<file path="config.mk">
export PLATFORM = sky130hd
export DESIGN_NAME = mem_rr_arbiter_flat
export DESIGN_NICKNAME = d
export VERILOG_FILES = /design/src/rtl/mem_rr_arbiter_pkg.sv /design/src/rtl/mem_rr_arbiter_if.sv /design/src/rtl/mem_rr_arbiter_rr_find_first.sv /design/src/rtl/mem_rr_arbiter.sv /design/src/flat_wrapper.sv
export SDC_FILE = /design/constraint.sdc
export NUM_CORES = 1
export LEC_CHECK = 0
export BUFFER_PORTS_ARGS = -buffer_cell sky130_fd_sc_hd__buf_2
export CAP_MARGIN = 20
export CORE_AREA = 4 4 162 164
export CTS_CLUSTER_DIAMETER = 50
export DETAILED_ROUTE_END_ITERATION = 7
export DIE_AREA = 0 0 166 168
export GPL_ROUTABILITY_DRIVEN = 0
export SLEW_MARGIN = 25
export SYNTH_ARGS = -nofsm -noshare
export SYNTH_HDL_FRONTEND = slang
export SYNTH_SLANG_ARGS = --single-unit
</file>
<file path="constraint.sdc">
create_clock -name clk -period 2.45 [get_ports clk]
set_clock_uncertainty 0.15 [all_clocks]
set_input_delay 0 -clock clk [delete_from_list [all_inputs] [get_ports clk]]
set_output_delay 0 -clock clk [all_outputs]
set_load 0.1 [all_outputs]
</file>
<file path="src/rtl/mem_rr_arbiter_pkg.sv">
// Shared types and constants for the SRAM round-robin arbiter.
// Holds the data/byte-enable widths, the winner payload struct and the
// port-index width helper.
package mem_arb_pkg;

  localparam int unsigned DATA_WIDTH     = 32;
  localparam int unsigned BE_WIDTH       = 4;
  // Upper bound for the address field carried in the payload struct.
  localparam int unsigned MAX_ADDR_WIDTH = 64;

  // One SRAM access as presented by the winning requester.
  typedef struct packed {
    logic [MAX_ADDR_WIDTH-1:0] addr;
    logic                      we;
    logic [BE_WIDTH-1:0]       be;
    logic [DATA_WIDTH-1:0]     wdata;
  } mem_req_t;

  // Bits needed to index n ports.
  function automatic int unsigned port_idx_w(input int unsigned n);
    return $clog2(n);
  endfunction

endpackage

</file>
<file path="src/rtl/mem_rr_arbiter_if.sv">
// Requester and SRAM side signals of the round-robin arbiter.
//   slave  : arbiter view (takes requests and SRAM data, drives grants/SRAM)
//   master : environment view (requesters plus SRAM macro)
// Per-port fields are packed arrays indexed by port number.
interface mem_rr_arbiter_if
  import mem_arb_pkg::*;
#(
  parameter int unsigned NUM_PORTS  = 4,
  parameter int unsigned ADDR_WIDTH = 32
) ();

  logic [NUM_PORTS-1:0]                      req_i;
  logic [NUM_PORTS-1:0][ADDR_WIDTH-1:0]      addr_i;
  logic [NUM_PORTS-1:0]                      we_i;
  logic [NUM_PORTS-1:0][BE_WIDTH-1:0]        be_i;
  logic [NUM_PORTS-1:0][DATA_WIDTH-1:0]      wdata_i;
  logic [NUM_PORTS-1:0]                      gnt_o;
  logic [NUM_PORTS-1:0]                      rvalid_o;
  logic [DATA_WIDTH-1:0]                     rdata_o;

  logic                                      mem_req_o;
  logic [ADDR_WIDTH-1:0]                     mem_addr_o;
  logic                                      mem_we_o;
  logic [BE_WIDTH-1:0]                       mem_be_o;
  logic [DATA_WIDTH-1:0]                     mem_wdata_o;
  logic                                      mem_gnt_i;
  logic [DATA_WIDTH-1:0]                     mem_rdata_i;

  modport slave (
    input  req_i, addr_i, we_i, be_i, wdata_i, mem_gnt_i, mem_rdata_i,
    output gnt_o, rvalid_o, rdata_o,
           mem_req_o, mem_addr_o, mem_we_o, mem_be_o, mem_wdata_o
  );

  modport master (
    output req_i, addr_i, we_i, be_i, wdata_i, mem_gnt_i, mem_rdata_i,
    input  gnt_o, rvalid_o, rdata_o,
           mem_req_o, mem_addr_o, mem_we_o, mem_be_o, mem_wdata_o
  );

endinterface

</file>
<file path="src/rtl/mem_rr_arbiter_rr_find_first.sv">
// Round-robin search: first set bit of req_i starting at ptr_i and wrapping
// at NUM_PORTS-1 (works for non power-of-two port counts).
//   req_i   : request vector
//   ptr_i   : search start index, must be < NUM_PORTS
//   idx_o   : index of the first requester found (0 when none)
//   valid_o : at least one request present
module rr_find_first
  import mem_arb_pkg::*;
#(
  parameter int unsigned NUM_PORTS = 4,
  localparam int unsigned PW       = port_idx_w(NUM_PORTS)
) (
  input  logic [NUM_PORTS-1:0] req_i,
  input  logic [PW-1:0]        ptr_i,
  output logic [PW-1:0]        idx_o,
  output logic                 valid_o
);

  // Walk candidates ptr, ptr+1, ... mod NUM_PORTS; keep the first hit.
  always_comb begin : search
    int unsigned cand;
    idx_o   = '0;
    valid_o = 1'b0;
    cand    = 0;
    for (int unsigned i = 0; i < NUM_PORTS; i++) begin
      cand = 32'(ptr_i) + i;
      if (cand >= NUM_PORTS) begin
        cand = cand - NUM_PORTS;
      end
      if (!valid_o && req_i[PW'(cand)]) begin
        valid_o = 1'b1;
        idx_o   = PW'(cand);
      end
    end
  end

endmodule

</file>
<file path="src/rtl/mem_rr_arbiter.sv">
// Round-robin arbiter sharing one single-port SRAM (1-cycle read latency)
// among NUM_PORTS requesters with a req/gnt/rvalid protocol.
//   clk, rst : clock (posedge) and async active-high reset
//   bus      : requester ports (req/addr/we/be/wdata in, gnt/rvalid/rdata out)
//              and SRAM ports (mem_req/addr/we/be/wdata out, mem_gnt/rdata in)
// Grant is combinational from the current requests; rvalid follows the grant
// by exactly one cycle and read data passes straight through from the SRAM.
module mem_rr_arbiter
  import mem_arb_pkg::*;
#(
  parameter int unsigned NUM_PORTS  = 4,
  parameter int unsigned ADDR_WIDTH = 32
) (
  input  logic                 clk,
  input  logic                 rst,
  mem_rr_arbiter_if.slave      bus
);

  localparam int unsigned PW = port_idx_w(NUM_PORTS);

  logic [PW-1:0] rr_ptr_q;
  logic [PW-1:0] ptr_nxt;
  logic          rvalid_q;
  logic [PW-1:0] port_q;

  logic [PW-1:0] win_idx;
  logic          win_valid;
  logic          active;
  logic          grant;
  mem_req_t      win;
  logic          unused_addr;

  rr_find_first #(
    .NUM_PORTS (NUM_PORTS)
  ) u_find (
    .req_i   (bus.req_i),
    .ptr_i   (rr_ptr_q),
    .idx_o   (win_idx),
    .valid_o (win_valid)
  );

  // Nothing reaches the SRAM or the requesters while reset is held.
  assign active = win_valid & ~rst;
  assign grant  = active & bus.mem_gnt_i;

  // Pointer moves just past the winner, wrapping explicitly.
  assign ptr_nxt = (win_idx == PW'(NUM_PORTS - 1)) ? '0 : win_idx + PW'(1);

  // Winner payload mux; all-zero when idle.
  always_comb begin
    win = '0;
    if (active) begin
      win.addr  = MAX_ADDR_WIDTH'(bus.addr_i[win_idx]);
      win.we    = bus.we_i[win_idx];
      win.be    = bus.be_i[win_idx];
      win.wdata = bus.wdata_i[win_idx];
    end
  end

  assign bus.mem_req_o   = active;
  assign bus.mem_addr_o  = win.addr[ADDR_WIDTH-1:0];
  assign bus.mem_we_o    = win.we;
  assign bus.mem_be_o    = win.be;
  assign bus.mem_wdata_o = win.wdata;
  assign unused_addr     = ^win.addr;

  // One-hot grant to the winner when the SRAM accepts.
  always_comb begin
    bus.gnt_o = '0;
    if (grant) begin
      bus.gnt_o[win_idx] = 1'b1;
    end
  end

  // Response strobe routed back to the port granted last cycle.
  always_comb begin
    bus.rvalid_o         = '0;
    bus.rvalid_o[port_q] = rvalid_q;
  end

  assign bus.rdata_o = bus.mem_rdata_i;

  // Pointer and in-flight response tracking.
  always_ff @(posedge clk or posedge rst) begin
    if (rst) begin
      rr_ptr_q <= '0;
      rvalid_q <= 1'b0;
      port_q   <= '0;
    end else begin
      rvalid_q <= grant;
      if (grant) begin
        rr_ptr_q <= ptr_nxt;
        port_q   <= win_idx;
      end
    end
  end

endmodule

</file>
<file path="src/flat_wrapper.sv">
// flat-port wrapper written by rule: the top's interface ports become plain ports
module mem_rr_arbiter_flat import mem_arb_pkg::*;
#(
  parameter int unsigned NUM_PORTS  = 4,
  parameter int unsigned ADDR_WIDTH = 32
)
  (clk, rst, bus_req_i, bus_addr_i, bus_we_i, bus_be_i, bus_wdata_i, bus_mem_gnt_i, bus_mem_rdata_i, bus_gnt_o, bus_rvalid_o, bus_rdata_o, bus_mem_req_o, bus_mem_addr_o, bus_mem_we_o, bus_mem_be_o, bus_mem_wdata_o);
  mem_rr_arbiter_if #(.NUM_PORTS(NUM_PORTS), .ADDR_WIDTH(ADDR_WIDTH)) bus_i ();
  input  logic clk;
  input  logic rst;
  input wire logic [$bits(bus_i.req_i)-1:0] bus_req_i;
  input wire logic [$bits(bus_i.addr_i)-1:0] bus_addr_i;
  input wire logic [$bits(bus_i.we_i)-1:0] bus_we_i;
  input wire logic [$bits(bus_i.be_i)-1:0] bus_be_i;
  input wire logic [$bits(bus_i.wdata_i)-1:0] bus_wdata_i;
  input wire logic [$bits(bus_i.mem_gnt_i)-1:0] bus_mem_gnt_i;
  input wire logic [$bits(bus_i.mem_rdata_i)-1:0] bus_mem_rdata_i;
  output wire logic [$bits(bus_i.gnt_o)-1:0] bus_gnt_o;
  output wire logic [$bits(bus_i.rvalid_o)-1:0] bus_rvalid_o;
  output wire logic [$bits(bus_i.rdata_o)-1:0] bus_rdata_o;
  output wire logic [$bits(bus_i.mem_req_o)-1:0] bus_mem_req_o;
  output wire logic [$bits(bus_i.mem_addr_o)-1:0] bus_mem_addr_o;
  output wire logic [$bits(bus_i.mem_we_o)-1:0] bus_mem_we_o;
  output wire logic [$bits(bus_i.mem_be_o)-1:0] bus_mem_be_o;
  output wire logic [$bits(bus_i.mem_wdata_o)-1:0] bus_mem_wdata_o;
  assign bus_i.req_i = bus_req_i;
  assign bus_i.addr_i = bus_addr_i;
  assign bus_i.we_i = bus_we_i;
  assign bus_i.be_i = bus_be_i;
  assign bus_i.wdata_i = bus_wdata_i;
  assign bus_i.mem_gnt_i = bus_mem_gnt_i;
  assign bus_i.mem_rdata_i = bus_mem_rdata_i;
  assign bus_gnt_o = bus_i.gnt_o;
  assign bus_rvalid_o = bus_i.rvalid_o;
  assign bus_rdata_o = bus_i.rdata_o;
  assign bus_mem_req_o = bus_i.mem_req_o;
  assign bus_mem_addr_o = bus_i.mem_addr_o;
  assign bus_mem_we_o = bus_i.mem_we_o;
  assign bus_mem_be_o = bus_i.mem_be_o;
  assign bus_mem_wdata_o = bus_i.mem_wdata_o;
  mem_rr_arbiter #(.NUM_PORTS(NUM_PORTS), .ADDR_WIDTH(ADDR_WIDTH)) u_core (.clk(clk), .rst(rst), .bus(bus_i));
endmodule
</file>
==> flow_summary.toml <==
[status]
status = "complete, no violations"

[power]
cellInternalPower_mw = 2.85
power.density_nw_per_um2 = 1070
power_frac_comb = 0.942
netSwitchingPower_mw = 4.32
switching_share = 0.603
p_seq_frac = 0.021
cellLeakagePower_nw = 3.32
clkPwrFrac = 0.037
peakVddDrop_uv = 554

[sta]
max_slew_margin = 0.319
rsz0062_at_grt = "false"
period_share = 0.959
tightest_slew_ns = 1.02
fin_crit_ns = 2.35
fin_setup_tns_ns = 0
setup-violations-final = 0
hold_viol = 0
max_freq_ghz = 0.425
whs_ns = 0.120
finalMaxSlewViolations = 0

[clocking]
cts_tree = "yes"
cts_made_buffers = 3
root_buffer = "clkbuf_16"
htreeDepth = 1
cts.sink_count = 5
cts.clk_slew.worst_paths_ns = 0.03
clockBufferDepth = 2
clock_latency_ns = 0.22

[route]
ant_nets = 0
finalWirelength_um = 15000
first_pass_iters = 4
wl_per_cell_um = 14.9
post-route-drc-count = 0
first_iter_violations = 136
num_vias = 3934
viasPerCell = 3.93

[logic_synthesis]
yosys-top-cells-area = "mux2i_1, o22ai_1, buf_4"
ys_warn_count = 0
syn_inst = 315
synth_area_um2 = 2680
syn-num-nets = 634
seq_area_frac_synth = 0.0466
async_flop_share = 1.00
synth_area_per_cell_um2 = 8.52
ys.flop_type = "dfrtp_1"
synth_top_area_cell = "mux2i_1"
synth_top_area_frac = 0.515
ys_seq_elements = 5
synth_cell_types = 27
synth_edf_count = 0

[setup_path]
reg2reg_from = "u_core.rr_ptr_q[1]"
cp_cell_sequence = "a21oi_1, o32a_4, buf_4, inv_2, ha_1, and3_1, buf_2"
cp.buffers_inverters = 3
crit_start = "u_core.rr_ptr_q[1]"
start_kind = "flop"
crit_type = "flop to output port"
cp_slowest_stage_delay_ns = 0.48
crit_family = "buffers and inverters"
worstPathRequired_ns = 2.30
slowest_stage = "dfrtp_1"
rr_worst_depth = 6
cp.depth = 7
end_kind = "output port"
cp.arrival_ns = 2.20
crit_fanout = 7

[finish]
final_nets = 992
final_cells = 1002
regArea_um2 = 125
antenna_cells = 0
multi_input_area_um2 = 2550
syn_to_final_growth_pct = 150
drive_above_1_share = 0.690
nFillCells = 2608

[grt]
antenna_found_initial = 0
use_met3 = 0.0279
grt_pass1_vias = 4010
overflow = 0
grt_usage = 0.0923
busiest_layer = "met2"
grt_first_pass_wirelength_um = 21400
met1_usage = 0.100
grtUsageMet2 = 0.179
grt_max_degree = 35

[place]
port_buffers = 360
post-dp-hpwl_um = 12200
dp_cells = 961

[floorplan]
pin_count = 425
core-area_um2 = 24900
fp.dieArea_um2 = 27900
start_util = 0.108
fp.dieW_um = 166
core.rowCount = 58
die_h_um = 168

[hold_path]
hp-class = "input pin to asynchronous set/reset pin"

[job]
cap_violations = 0
power by group through the flow:
stage	clock (mW)	combinational, mW	sequential [mW]
after global placement	0	6.37	0.144
final	0.265	6.75	0.151
after CTS	0.271	6.67	0.147
after global routing	0.279	6.98	0.156
after floorplan	0	4.55	0.138
after detailed placement	0	6.41	0.147
layout by cell type, fill, tap and decap left out, drive strengths merged, types with 2 or more instances in the layout:
master / instances
buf: 379
mux2i: 138
o22ai: 69
dlygate4sd3: 34
clkbuf: 6
nor2: 5
and3: 5
dfrtp: 5
nand2: 5
inv: 5
ha: 4
a21oi: 4
nor2b: 2
a21o: 2
nand2b: 2
worst paths after layout:
| path | to | slack (ns) |
|---|---|---|
| max | bus_gnt_o[1] | 0.1 |
| min | u_core.port_q[0] | 0.12 |
| max reg2reg | u_core.rr_ptr_q[1] | 0.25 |
| min reg2reg | u_core.rr_ptr_q[0] | 0.42 |
| max in group asynchronous | u_core.rvalid_q | 1.86 |
| min in group clk | u_core.rr_ptr_q[0] | 0.28 |
registers in the layout, indices dropped and copies added (netlist names):
| signal | count |
|---|---|
| u_core.rvalid_q | 1 |
| u_core.port_q | 2 |
| u_core.rr_ptr_q | 2 |
per-stage QoR:
| stage | utilization | cell area (um^2) | setup slack, ns | power (mW) |
|---|---|---|---|---|
| floorplan | - | 3130 | 0.0132 | 4.69 |
| global placement | 0.249 | 6190 | 0.292 | 6.52 |
| detailed placement | 0.249 | 6190 | 0.274 | 6.56 |
| CTS | 0.265 | 6610 | 0.0219 | 7.08 |
| global route | 0.269 | 6700 | 0.0156 | 7.41 |
| finish | 0.269 | 6700 | 0.0995 | 7.17 |
tightest hold or removal path: cells and delay by family:
kind	cells	cell delay [ns]
buffers and inverters	3	0.85
synthesized netlist by cell type (3+ instances only):
cell type and count:
inv_1 3, o22ai_1 69, ha_1 4, buf_4 33, buf_2 6, nor2_1 5
nand2_1 3, mux2i_1 138, clkbuf_1 10, a21oi_1 3, and3_1 5, buf_6 13
dfrtp_1 5
cells by family after synthesis:
| family | count (synthesis) | share of synthesized area |
|---|---|---|
| AO/OA/AOI/OAI | 79 | 0.192 |
| adder cells (fa/ha/maj) | 4 | 0.0186 |
| buffers and inverters | 67 | 0.179 |
| flip-flops | 5 | 0.0466 |
| multiplexers | 139 | 0.519 |
| AND/OR/NAND/NOR | 21 | 0.0448 |
timing repair:
item / in CTS / in global routing
setup endpoints to repair: 0 / 21
setup buffers: 0 / 1
gates resized for setup: 0 / 6
endpoints found under the hold margin: 38 / 0
hold buffers: 34 / 0
area by class of cell:
cell class | instances | share of cell area
Sequential cell | 5 | 0.0187
Inverter | 5 | 0.00280
Multi-Input combinational cell | 243 | 0.381
Timing Repair Buffer | 415 | 0.525
Clock buffer | 4 | 0.0118
Tap cell | 330 | 0.0616
routing by layer:
layer | part of all wire | vias up | wire, um
li1 | - | 1896 | -
met1 | 0.34 | 1785 | 5070
met2 | 0.55 | 239 | 8260
met3 | 0.098 | 14 | 1470
met4 | 0.010 | 0 | 156
met5 | 0 | - | 0
Power figures use the tool's default switching activity.
